### config.mk
export PLATFORM = sky130hd
export DESIGN_NAME = pixel_plot_sink
export DESIGN_NICKNAME = d
export VERILOG_FILES = /design/src/rtl/josh_pkg.sv /design/src/rtl/plot_fifo.sv /design/src/rtl/pixel_plot_sink.sv
export SDC_FILE = /design/constraint.sdc
export NUM_CORES = 1
export LEC_CHECK = 0
export ABC_AREA = 0
export BUFFER_PORTS_ARGS = -buffer_cell sky130_fd_sc_hd__clkbuf_2
export CORE_UTILIZATION = 60
export DETAILED_ROUTE_END_ITERATION = 8
export GPL_ROUTABILITY_DRIVEN = 0
export HOLD_SLACK_MARGIN = 0.1
export PLACE_DENSITY = 0.8
export SLEW_MARGIN = 20
export SYNTH_ARGS = -nofsm -noshare
export SYNTH_HDL_FRONTEND = slang
export SYNTH_SLANG_ARGS = --single-unit
### constraint.sdc
create_clock -name clk -period 5.8 [get_ports clk]
set_clock_uncertainty 0.05 [all_clocks]
set_input_delay 0.87 -clock clk [delete_from_list [all_inputs] [get_ports clk]]
set_output_delay 0.87 -clock clk [all_outputs]
set_load 0.005 [all_outputs]
### src/rtl/josh_pkg.sv
// Shared constants and state encoding for the pixel-plot sink and its framebuffer interface.
package josh_pkg;

    localparam int H_RES      = 160;
    localparam int V_RES      = 120;
    localparam int X_W        = 8;
    localparam int Y_W        = 7;
    localparam int COL_W      = 3;
    localparam int ADDR_W     = 15;
    localparam int FIFO_DEPTH = 4;
    localparam int FIFO_W     = X_W + Y_W + COL_W;

    localparam logic [COL_W-1:0] COL_BLACK = 3'b000;
    localparam logic [COL_W-1:0] COL_BLUE  = 3'b001;
    localparam logic [COL_W-1:0] COL_GREEN = 3'b010;
    localparam logic [COL_W-1:0] COL_RED   = 3'b100;
    localparam logic [COL_W-1:0] COL_WHITE = 3'b111;

    localparam logic [COL_W-1:0] CLEAR_COLOUR = COL_BLACK;

    typedef enum logic [1:0] {
        RUN   = 2'd0,
        WAIT  = 2'd1,
        CLEAR = 2'd2,
        DONE  = 2'd3
    } state_t;

endpackage

### src/rtl/plot_fifo.sv
// Synchronous command FIFO; the head entry is visible on rdata whenever empty is low.
module plot_fifo #(
    parameter int WIDTH = 18,
    parameter int DEPTH = 4
) (
    input  logic             clk,
    input  logic             reset,
    input  logic             push,
    input  logic             pop,
    input  logic [WIDTH-1:0] wdata,
    output logic [WIDTH-1:0] rdata,
    output logic             full,
    output logic             empty
);

    localparam int AW = $clog2(DEPTH);

    logic [WIDTH-1:0] mem [DEPTH];
    logic [AW-1:0]    wr_ptr;
    logic [AW-1:0]    rd_ptr;
    logic [AW:0]      count;
    logic             do_push;
    logic             do_pop;

    // A pop frees a slot in the same cycle, so a full FIFO can still take a push.
    assign do_pop  = pop && !empty;
    assign do_push = push && (!full || do_pop);

    assign full  = (count == (AW+1)'(DEPTH));
    assign empty = (count == '0);
    assign rdata = mem[rd_ptr];

    always_ff @(posedge clk) begin
        if (do_push) begin
            mem[wr_ptr] <= wdata;
        end
    end

    always_ff @(posedge clk) begin
        if (reset) begin
            wr_ptr <= '0;
            rd_ptr <= '0;
            count  <= '0;
        end else begin
            if (do_push) begin
                wr_ptr <= wr_ptr + 1'b1;
            end
            if (do_pop) begin
                rd_ptr <= rd_ptr + 1'b1;
            end
            case ({do_push, do_pop})
                2'b10:   count <= count + 1'b1;
                2'b01:   count <= count - 1'b1;
                default: count <= count;
            endcase
        end
    end

endmodule

### src/rtl/pixel_plot_sink.sv
// Accepts (x, y, colour) plot commands, buffers them, and writes them into the framebuffer;
// also sweeps the whole screen to CLEAR_COLOUR on request.
module pixel_plot_sink
    import josh_pkg::*;
(
    input  logic              clk,
    input  logic              reset,
    input  logic              plot_valid,
    output logic              plot_ready,
    input  logic [X_W-1:0]    plot_x,
    input  logic [Y_W-1:0]    plot_y,
    input  logic [COL_W-1:0]  plot_colour,
    input  logic              clear_req,
    output logic              clear_done,
    output logic              busy,
    output logic              fb_we,
    output logic [ADDR_W-1:0] fb_addr,
    output logic [COL_W-1:0]  fb_wdata,
    output logic [7:0]        oob_count,
    output state_t            state_dbg
);

    localparam logic [X_W-1:0]    X_LIM   = X_W'(H_RES);
    localparam logic [Y_W-1:0]    Y_LIM   = Y_W'(V_RES);
    localparam logic [ADDR_W-1:0] FB_LAST = ADDR_W'(H_RES * V_RES - 1);

    state_t              state;
    logic [FIFO_W-1:0]   fifo_wdata;
    logic [FIFO_W-1:0]   fifo_rdata;
    logic                fifo_full;
    logic                fifo_empty;
    logic                push;
    logic                pop;
    logic [X_W-1:0]      head_x;
    logic [Y_W-1:0]      head_y;
    logic [COL_W-1:0]    head_colour;
    logic [ADDR_W-1:0]   head_addr;
    logic                in_range;

    // Handshake: a command transfers on a rising clk edge where plot_valid && plot_ready;
    // plot_valid may be withdrawn without a transfer, and plot_ready never depends on plot_valid.
    assign plot_ready = !fifo_full && (state == RUN);
    assign push       = plot_valid && plot_ready;
    assign pop        = !fifo_empty && ((state == RUN) || (state == WAIT));
    assign fifo_wdata = {plot_x, plot_y, plot_colour};

    assign head_x      = fifo_rdata[FIFO_W-1 -: X_W];
    assign head_y      = fifo_rdata[COL_W +: Y_W];
    assign head_colour = fifo_rdata[COL_W-1:0];
    assign head_addr   = ADDR_W'(head_y) * ADDR_W'(H_RES) + ADDR_W'(head_x);
    assign in_range    = (head_x < X_LIM) && (head_y < Y_LIM);

    assign busy      = !fifo_empty || fb_we || (state != RUN);
    assign state_dbg = state;

    plot_fifo #(
        .WIDTH (FIFO_W),
        .DEPTH (FIFO_DEPTH)
    ) u_fifo (
        .clk   (clk),
        .reset (reset),
        .push  (push),
        .pop   (pop),
        .wdata (fifo_wdata),
        .rdata (fifo_rdata),
        .full  (fifo_full),
        .empty (fifo_empty)
    );

    always_ff @(posedge clk) begin
        if (reset) begin
            state      <= RUN;
            fb_we      <= 1'b0;
            fb_addr    <= '0;
            fb_wdata   <= '0;
            clear_done <= 1'b0;
            oob_count  <= '0;
        end else begin
            fb_we      <= 1'b0;
            clear_done <= 1'b0;
            if (pop && !in_range && (oob_count != 8'hFF)) begin
                oob_count <= oob_count + 8'd1;
            end
            if (pop && in_range) begin
                fb_we    <= 1'b1;
                fb_addr  <= head_addr;
                fb_wdata <= head_colour;
            end
            case (state)
                RUN: begin
                    if (clear_req) begin
                        state <= WAIT;
                    end
                end
                WAIT: begin
                    // Sweep starts only once every queued plot has reached the framebuffer.
                    if (fifo_empty && !fb_we) begin
                        state    <= CLEAR;
                        fb_we    <= 1'b1;
                        fb_addr  <= '0;
                        fb_wdata <= CLEAR_COLOUR;
                    end
                end
                CLEAR: begin
                    if (fb_addr == FB_LAST) begin
                        state      <= DONE;
                        clear_done <= 1'b1;
                    end else begin
                        fb_we   <= 1'b1;
                        fb_addr <= fb_addr + 1'b1;
                    end
                end
                DONE: begin
                    state <= RUN;
                end
                default: begin
                    state <= RUN;
                end
            endcase
        end
    end

endmodule

After elaboration in Yosys (flattened, before gate mapping)

Memory sizes are Yosys's and may differ from the RTL's. A register that Yosys moved wholly into a read port is not among the register bits.
Cells that the tools add are included.

Mux-type cells: 21
Multipliers: 1
Order comparisons: 2
Eq/ne operators: 11
Reduce and logical (&&, ||, !) cells: 24
Bitwise logic cells: 1
Add/subtract/negate cells: 7

Operators with widths:

| kind                                                 | number |
|---|---|
| two-way mux 15 bit                                   | 3 |
| case mux 15 bit (2 select lines)                     | 1 |
| adder 15 x 1 -> 15 bit (second input constant)       | 1 |
| adder 15 x 8 -> 15 bit                               | 1 |
| equality test 15 bit (second input constant)         | 1 |
| logical AND 1 bit                                    | 10 |
| multiplier 7 x 3 -> 10 bit (second input constant)   | 1 |
| two-way mux 2 bit                                    | 5 |
| two-way mux 3 bit                                    | 3 |
| adder 8 x 1 -> 8 bit (second input constant)         | 1 |
| < comparator 8 bit (second input constant)           | 1 |
| inequality test 8 bit (second input constant)        | 1 |
| case mux 2 bit (4 select lines)                      | 1 |
| < comparator 7 bit (second input constant)           | 1 |
| equality test 2 bit (second input constant)          | 3 |
| two-way mux 1 bit                                    | 6 |
| case mux 3 bit (2 select lines)                      | 1 |
| adder 2 x 1 -> 2 bit (second input constant)         | 2 |
| equality test 2 x 1 -> 1 bit (second input constant) | 2 |
| logical NOT 1 bit                                    | 4 |
| logical OR 1 bit                                     | 4 |
| inequality test 2 bit (second input constant)        | 2 |
| nonzero test 2 bit                                   | 2 |
| adder 3 x 1 -> 3 bit (second input constant)         | 1 |
| other kinds (9)                                      | 9 |

Bits of input ports: 22
Register bits after elaboration: 37
Output and inout port bits: 32
RAM bits: 72
Memories: 1

Memories:

| memory     | depth | width | read ports | clocked after memory_dff | write ports | line            | source |
|---|---|---|---|---|---|---|---|
| u_fifo.mem | 4     | 18    | 1          | 1                        | 1           | plot_fifo.sv:18 | `logic [WIDTH-1:0] mem [DEPTH];` |

Logic depth before layout (Yosys ltp)

Gate-level depths: netlist of the first run.

Word-level depth: 8
Gate-level depth with buffers: 13

By module

From an unflattened synthesis of the first run, not the netlist that was laid out.

Cell total of the unflattened synthesis: 412
Area total of the unflattened synthesis: 5292.6 µm²

Modules (own cells, without submodules):

| module          | cells an instance | area an instance (µm²) | seq. area each (µm²) | times used |
|---|---|---|---|---|
| plot_fifo       | 148               | 3128.0                 | 2342.2               | 1 |
| pixel_plot_sink | 264               | 2164.6                 | 600.6                | 1 |

Least setup slack after synthesis of the first run

Ideal clock, no wire load.

Kind: flip-flop to flip-flop
From: register with a tool-made name
To: register fb_addr[13]
Path buffers: 2
Period minus slack after synthesis: 3.304 ns
Arrival time: 3.133 ns
Setup time: 0.121 ns
Setup slack: 2.496 ns
Cell stages (with the launch flop): 14
Cells stage by stage: dfxtp_1 > buf_6 > buf_2 > mux4_2 > ha_1 > ha_1 > inv_1 > fa_1 > nor2b_1 > nand2_1 > nor2_1 > nor4bb_1 > xnor2_1 > a21oi_1

RTL lines:

| item                 | line                   | source |
|---|---|---|
| to (signal assigned) | pixel_plot_sink.sv:86  | `fb_addr <= head_addr;` |
| to (signal assigned) | pixel_plot_sink.sv:110 | `fb_addr <= fb_addr + 1'b1;` |
| to (decl)            | pixel_plot_sink.sv:17  | `output logic [ADDR_W-1:0] fb_addr,` |

==> impl_metrics.ini, run 1 <==
[sta]
setup_viol_count_final = 0
slew_violations = 0
worst_max_slew_pin_slew_ps = 957
slew_headroom_pct = 36.2
finalCritPeriodShare_pct = 60.5
maxClockFrequency_mhz = 285
rsz0062_at_grt = no
period_needed_ps = 3510
final-hold-violation-count = 0
tns_ps = 0

[routing]
routed_length_on_met1_um = 4300
routed-wl-met3_um = 469
vias = 3472
vias_per_cell = 6.05
post-route-drc-count = 0
drt_pre_antenna_iters = 4
avgRoutedWirePerCell_um = 17.4
top_signal_layer_used = met4
1st_iter_drt_viols = 129
wirelength_um = 9970
route.met2.wl_um = 4960
antenna_left = 0

[cts]
numCtsBuffers = 9
worst_skew_pair.late_latency_ps = 380
hold_buffers_post_cts = 0
number_of_setup_buffers_added_after_cts = 0
cts.path.max_buffers = 2
clk_root_buffer_cell = sky130_fd_sc_hd__clkbuf_8
cts_htree_levels = 3
numClockSinks = 111
cts_tree = built
cts.clk_slew.worst_paths_ps = 110
postCtsResizedCells = 0

[pwr]
power.share.sequential_pct = 35.6
power.net_switching_mw = 1.36
vdd.ir_drop.worst_v = 0.000236
clock_power_share_pct = 13.5
comb_power_share_pct = 50.9
power_leakage_nw = 2.18
report.power.total_mw = 3.31
powerDensity_nw_per_um2 = 571
p_sw_share_pct = 41.0
p_int_mw = 1.95

[floorplan]
placeableCoreArea_um2 = 8340
die_width_um = 95.7
top_level_ports = 54
die_y_um = 95.7
fp-row-count = 33
die_area_um2 = 9160
starting_density_of_the_core_pct = 63.2

[worst_setup_path]
crit_type = reg -> reg
cp_data_arrival_time_ps = 3730
required_ps = 6020
cp-end-kind = flop
count_of_cells_along_the_worst_register_to_register_path = 10
cp_max_fo = 18
critical_path.startpoint_type = flop

[synthesis]
syn-num-nets = 462
synth.ff_latch_count = 111
syn_area_um2 = 5270
synth_area_leaders = sky130_fd_sc_hd__edfxtp_1 (41%), sky130_fd_sc_hd__dfxtp_1 (15%), sky130_fd_sc_hd__mux4_2 (6.4%), sky130_fd_sc_hd__ha_1 (5.7%), sky130_fd_sc_hd__xnor2_1 (2.7%)
synth-edff-count = 72
yosysWarnings = 0
synth_flop_cell = sky130_fd_sc_hd__edfxtp_1
postSynthCellCount = 413
share_of_synthesized_area_occupied_by_flip_flops_and_latches_pct = 55.8
synth_area_leader_cell = sky130_fd_sc_hd__edfxtp_1
ys_types = 61
synth.avg_cell_area_um2 = 12.8
synth_top_area_share_pct = 41.0
asyncSetResetFlopFracSynth_pct = 0

[place]
dpl.hpwl_um = 7000
placement.cell_area_um2 = 5600
port_buffers = 53

[job]
timing.max_cap.violations = 0

[final_layout]
final_core_util_pct = 69.5
finalNetCount = 513
finish.instance_area_um2 = 5800
antenna_cells = 0
num-fill-cells = 614
syn2layout_area_growth_pct = 9.97
register_area_um2 = 2940
multi_input_area_um2 = 2190
drive_gt1_share_pct = 20.5

[min_path]
worst_hold_path_type = reg -> reg
cells_on_worst_hold_path = 2
timing.hold.worst.start = state_dbg[0]

[run_status]
run_status = finished clean

[global_route]
grt_start_max_net_pins = 31
number_of_global_route_vias_before_repair = 3456
grt_util_all_layers_pct = 23.7
globalRoute.totalOverflow = 0
antenna_violations_before_repair = 0
global_route_wire_length_before_repair_um = 16000
## area by class of cell
class | instances | area share (%)
clock buffers | 9 | 2.14
clock inverters | 7 | 1.23
inverters | 17 | 1.10
repair buffers | 54 | 4.71
multi-input cells | 271 | 37.8
flip-flops and latches | 111 | 50.8
well taps | 105 | 2.27
## power by group through the flow
stage / Combinational, mW / Sequential, mW / Clock (mW)
2_1_floorplan: 1.31 / 1.14 / 0
3_5_place_dp: 1.66 / 1.19 / 0
5_1_grt: 1.88 / 1.20 / 0.483
4_1_cts: 1.69 / 1.18 / 0.455
3_3_place_gp: 1.62 / 1.18 / 0
6_report: 1.68 / 1.18 / 0.447
## path summary, 6_finish.rpt
path	endpoint	slack (ps)
setup / recovery	fb_addr[12]	2290
hold / removal	state_dbg[0]	460
hold reg to reg	state_dbg[0]	460
setup reg to reg	fb_addr[12]	2290
## Yosys cell counts (all sizes together) (2+ instances only)
| master | n |
|---|---|
| nand2 | 27 |
| dfxtp | 39 |
| a221o | 2 |
| inv | 17 |
| a31oi | 3 |
| nor4 | 8 |
| o22ai | 3 |
| a21oi | 22 |
| nor2 | 34 |
| buf | 7 |
| ha | 24 |
| a211oi | 3 |
| fa | 3 |
| o31a | 2 |
| and3 | 8 |
| o211a | 3 |
| nand4 | 4 |
| nand3 | 12 |
| nor2b | 4 |
| nor3 | 7 |
| o21ai | 14 |
| edfxtp | 72 |
| clkbuf | 7 |
| mux4 | 18 |
| xnor2 | 16 |
| nand4b | 2 |
| a21o | 3 |
| and2 | 3 |
| nor3b | 2 |
| mux2i | 8 |
| xor2 | 11 |
| a32oi | 3 |
| or3 | 3 |
## state kept, by name (all words and copies together), names as in the netlist, named ones only
name	flops
oob_count	8
fb_we	1
clear_done	1
u_fifo.count	3
u_fifo.wr_ptr	2
u_fifo.mem	72
state_dbg	2
fb_addr	15
u_fifo.rd_ptr	2
fb_wdata	3
## metrics by stage
step | hold WS [ps] | setup slack [ps] | std cells
after floorplan | 419 | 2500 | 413
after global placement | 427 | 2410 | 558
after detailed placement | 451 | 2350 | 558
after CTS | 466 | 2260 | 574
after global routing | 495 | 2040 | 574
final | 461 | 2290 | 574
## layout by cell type (no fill, tap or decap), drive strengths merged, types with 11 or more instances in the layout
| master | instances |
|---|---|
| inv | 21 |
| xor2 | 11 |
| edfxtp | 72 |
| xnor2 | 16 |
| dfxtp | 39 |
| clkbuf | 62 |
| nand3 | 12 |
| nor2 | 34 |
| mux4 | 18 |
| ha | 24 |
| nand2 | 27 |
| a21oi | 22 |
| o21ai | 14 |
## worst max-delay path: stages, from the launching register on
cell	delay, ps
sky130_fd_sc_hd__dfxtp_1	860
sky130_fd_sc_hd__mux4_1	470
sky130_fd_sc_hd__ha_1	330
sky130_fd_sc_hd__ha_1	210
sky130_fd_sc_hd__inv_1	80
sky130_fd_sc_hd__fa_1	440
sky130_fd_sc_hd__nor2b_1	140
sky130_fd_sc_hd__nand2_1	90
sky130_fd_sc_hd__nor4_1	430
sky130_fd_sc_hd__xnor2_1	110
sky130_fd_sc_hd__o31ai_1	190
## kinds of logic after synthesis
logic type / count (synthesis) / share of synthesized area, %
xor+xnor: 27 / 4.49
fa+ha+maj: 27 / 6.84
compound gates: 72 / 9.12
buf+inv: 31 / 2.61
flops: 111 / 55.8
simple gates: 118 / 11.5
mux: 27 / 9.64
## layer usage
layer / vias up / global-route usage (%)
met4: 0 / 11.8
met1: 1697 / 29.7
met5: - / 0
li1: 1663 / -
met2: 94 / 39.5
met3: 18 / 4.66
(Power assumes the default switching activity.)
==> run 2, diff against run 1 <==
- ABC_AREA: 0 -> 1
- CORE_UTILIZATION: 60 -> 59
- PLACE_DENSITY: 0.8 -> 0.78
- clock period: 5.8 -> 3.7 ns (I/O delays scaled with it)
==> run 2 against run 1 <==
Effect of this change: power increased by 76%; combinational power increased by 100%; synthesized cell count increased by 54%; largest power group unchanged; cell area increased by 7.5%; critical path depth increased by 4; via count increased by 32%; clock-buffer cell count unchanged; die area increased by 9.1%; setup slack got worse by 1900 ps; global-route usage increased by 2.2 points; wire length increased by 24%.
==> impl_metrics.ini, run 2 <==
[worst_setup_path]
crit_type = reg -> reg
cp_data_arrival_time_ps = 3610
critical_path.slowest_cell = sky130_fd_sc_hd__fa_1
count_of_cells_along_the_worst_register_to_register_path = 14
critical_register_to_register_path_endpoint = fb_addr[14]
critical_path.max_stage_delay_ps = 440
cp_cell_sequence = buf_4, o21ai_0, o22ai_1, ha_1, ha_1, inv_1, fa_1, nor2_1, nand4_1, a21oi_1, nand3_1, o22ai_1, nand2_1, a21oi_1
critical_path.startpoint_type = flop
cp-end-kind = flop
r2r_slack_ps = 350
cp_max_fo = 37
required_ps = 3960

[synthesis]
share_of_synthesized_area_occupied_by_flip_flops_and_latches_pct = 51.9
synth_simple_gate_area_share_pct = 21.9
synth_area_leaders = sky130_fd_sc_hd__edfxtp_1 (38%), sky130_fd_sc_hd__dfxtp_1 (14%), sky130_fd_sc_hd__nand2_1 (9.1%), sky130_fd_sc_hd__ha_1 (5.3%), sky130_fd_sc_hd__inv_1 (4.8%)
fraction_of_synthesized_cell_area_in_xor_and_xnor_cells_pct = 1.39
synth_adder_area_share_pct = 6.36
synth-edff-count = 72
yosys-top-cells-count = sky130_fd_sc_hd__nand2_1 (137), sky130_fd_sc_hd__inv_1 (73), sky130_fd_sc_hd__edfxtp_1 (72), sky130_fd_sc_hd__nor2_1 (62), sky130_fd_sc_hd__nand3_1 (46)
yosysWarnings = 0
multiplexer_fraction_of_the_synthesized_cell_area_pct = 0
synth_top_area_share_pct = 38.2
synth_flop_cell = sky130_fd_sc_hd__edfxtp_1
postSynthCellCount = 636
dominant_combinational_cell_family_by_area_after_synthesis = simple AND/OR/NAND/NOR gates
post-synth-top-count-cell = sky130_fd_sc_hd__nand2_1
synth.ff_latch_count = 111
syn-num-nets = 685
asyncSetResetFlopFracSynth_pct = 0
syn_area_um2 = 5670
synth_area_leader_cell = sky130_fd_sc_hd__edfxtp_1
ys_types = 44
synth_compound_gate_area_share_pct = 11.5
synth.avg_cell_area_um2 = 8.91

[pwr]
report.power.total_mw = 5.83
vdd.ir_drop.worst_v = 0.000470
clock_power_share_pct = 12.0
powerDensity_nw_per_um2 = 935
p_sw_share_pct = 48.6
comb_power_share_pct = 57.6
power_leakage_nw = 2.69
power.net_switching_mw = 2.84
power.share.sequential_pct = 30.4
p_int_mw = 2.99

[run_status]
run_status = finished clean

[final_layout]
drive_gt1_share_pct = 14.6
syn2layout_area_growth_pct = 10.0
antenna_cells = 0
most_frequent_standard_cell_in_the_layout_excluding_fill_and_tap_cells = sky130_fd_sc_hd__nand2_1
finalNetCount = 739
registers.top_by_ff_count = u_fifo.mem
mostFrequentLayoutCells = sky130_fd_sc_hd__nand2_1 (137), sky130_fd_sc_hd__inv_1 (73), sky130_fd_sc_hd__edfxtp_1 (72), sky130_fd_sc_hd__nor2_1 (62), sky130_fd_sc_hd__clkbuf_2 (53)
register_area_um2 = 2940
num-fill-cells = 737
largest_reg_flops = 72
biggestRegsByFlops = u_fifo.mem x72, fb_addr x15, oob_count x8
multi_input_area_um2 = 2330

[global_route]
global_route_wire_length_before_repair_um = 20200
antenna_violations_before_repair = 0
grt_start_max_net_pins = 38
number_of_global_route_vias_before_repair = 4416
grt_util_all_layers_pct = 25.9
globalRoute.totalOverflow = 0

[floorplan]
starting_density_of_the_core_pct = 61.0
die_y_um = 100
placeableCoreArea_um2 = 9280
die_width_um = 100
die_area_um2 = 10000
top_level_ports = 54
fp-row-count = 35

[cts]
clk_root_buffer_cell = sky130_fd_sc_hd__clkbuf_8
cts.path.max_buffers = 2
postCtsResizedCells = 0
cts_tree = built
cts.clk_slew.worst_paths_ps = 110
worst_skew_pair.late_latency_ps = 370
numClockSinks = 111
cts_htree_levels = 3
numCtsBuffers = 9
number_of_setup_buffers_added_after_cts = 0
hold_buffers_post_cts = 0

[job]
timing.max_cap.violations = 0

[place]
dpl.hpwl_um = 8760
port_buffers = 53

[routing]
vias_per_cell = 5.59
wirelength_um = 12400
post-route-drc-count = 0
antenna_left = 0
1st_iter_drt_viols = 285
avgRoutedWirePerCell_um = 15.0
vias = 4600
drt_pre_antenna_iters = 5

[sta]
final-hold-violation-count = 0
slew_violations = 0
rsz0062_at_grt = no
setup_viol_count_final = 0
maxClockFrequency_mhz = 299
period_needed_ps = 3350
finalCritPeriodShare_pct = 90.5
tns_ps = 0
slew_headroom_pct = 63.9
worst_max_slew_pin_slew_ps = 541

[min_path]
timing.hold.worst.start = plot_y[4]
worst_hold_path_type = in -> reg
hold_path_end = u_fifo.mem[2][7]
cells_on_worst_hold_path = 1
[run 2: cell types whose count changed after synthesis, sizes merged, moves of 17 or more]
| cell | previous run | this run |
|---|---|---|
| inv | 17 | 75 |
| nand2 | 27 | 145 |
| o21ai | 14 | 48 |
| nor2 | 34 | 66 |
| nand3 | 12 | 50 |
| a21oi | 22 | 39 |
| mux4 | 18 | 0 |
[run 2: layout make-up]
class | instances | area share, %
inverters | 76 | 4.58
flip-flops and latches | 111 | 47.2
repair buffers | 61 | 5.22
clock buffers | 9 | 1.99
multi-input cells | 431 | 37.4
clock inverters | 6 | 1.00
well taps | 129 | 2.59
[run 2: routing by layer]
| metal | vias up | share of wire [%] | track usage (%) |
|---|---|---|---|
| met2 | 147 | 50 | 46.2 |
| met1 | 2167 | 43 | 32.2 |
| met3 | 40 | 4.3 | 2.86 |
| li1 | 2246 | - | - |
| met4 | 0 | 3.3 | 11.1 |
| met5 | - | 0 | 0 |
[run 2: worst max-delay path, delay by kind of cell, from the launching register on]
kind | cells | cell delay [ps]
compound gates | 5 | 1020
fa+ha+maj | 3 | 970
simple gates | 4 | 450
flops | 1 | 360
buf+inv | 2 | 430
[run 2: worst max path at each step]
stage	to	slack [ps]	cells past startpoint
after floorplan	fb_addr[12]	550	17
after global placement	fb_addr[12]	550	15
after detailed placement	fb_addr[12]	400	15
after CTS	fb_addr[12]	390	15
after global routing	fb_addr[13]	50	19
final	fb_addr[14]	350	14
[run 2: stage by stage]
step	setup slack (ps)	area, µm²	std cells	util (%)	hold slack [ps]
global route	54.4	6230	823	67.1	337
CTS	390	6230	823	67.1	331
detailed placement	402	6050	808	65.1	408
floorplan	551	5670	636	-	386
global placement	555	6050	808	65.1	403
finish	350	6230	823	67.1	338
[run 2: power groups by stage]
stage	logic (mW)	registers [mW]	clock network (mW)
final	3.36	1.77	0.698
after global routing	3.80	1.80	0.739
after CTS	3.33	1.77	0.699
after detailed placement	3.30	1.80	0
after global placement	3.18	1.79	0
after floorplan	2.51	1.76	0
[run 2: cells by family (layout without fill, tap and decap cells)]
logic type,count (synthesis),in the layout
AO/OA/AOI/OAI,114,114
flip-flops,111,111
buffers and inverters,94,152
XOR/XNOR,9,9
AND/OR/NAND/NOR,281,281
adder cells (fa/ha/maj),27,27
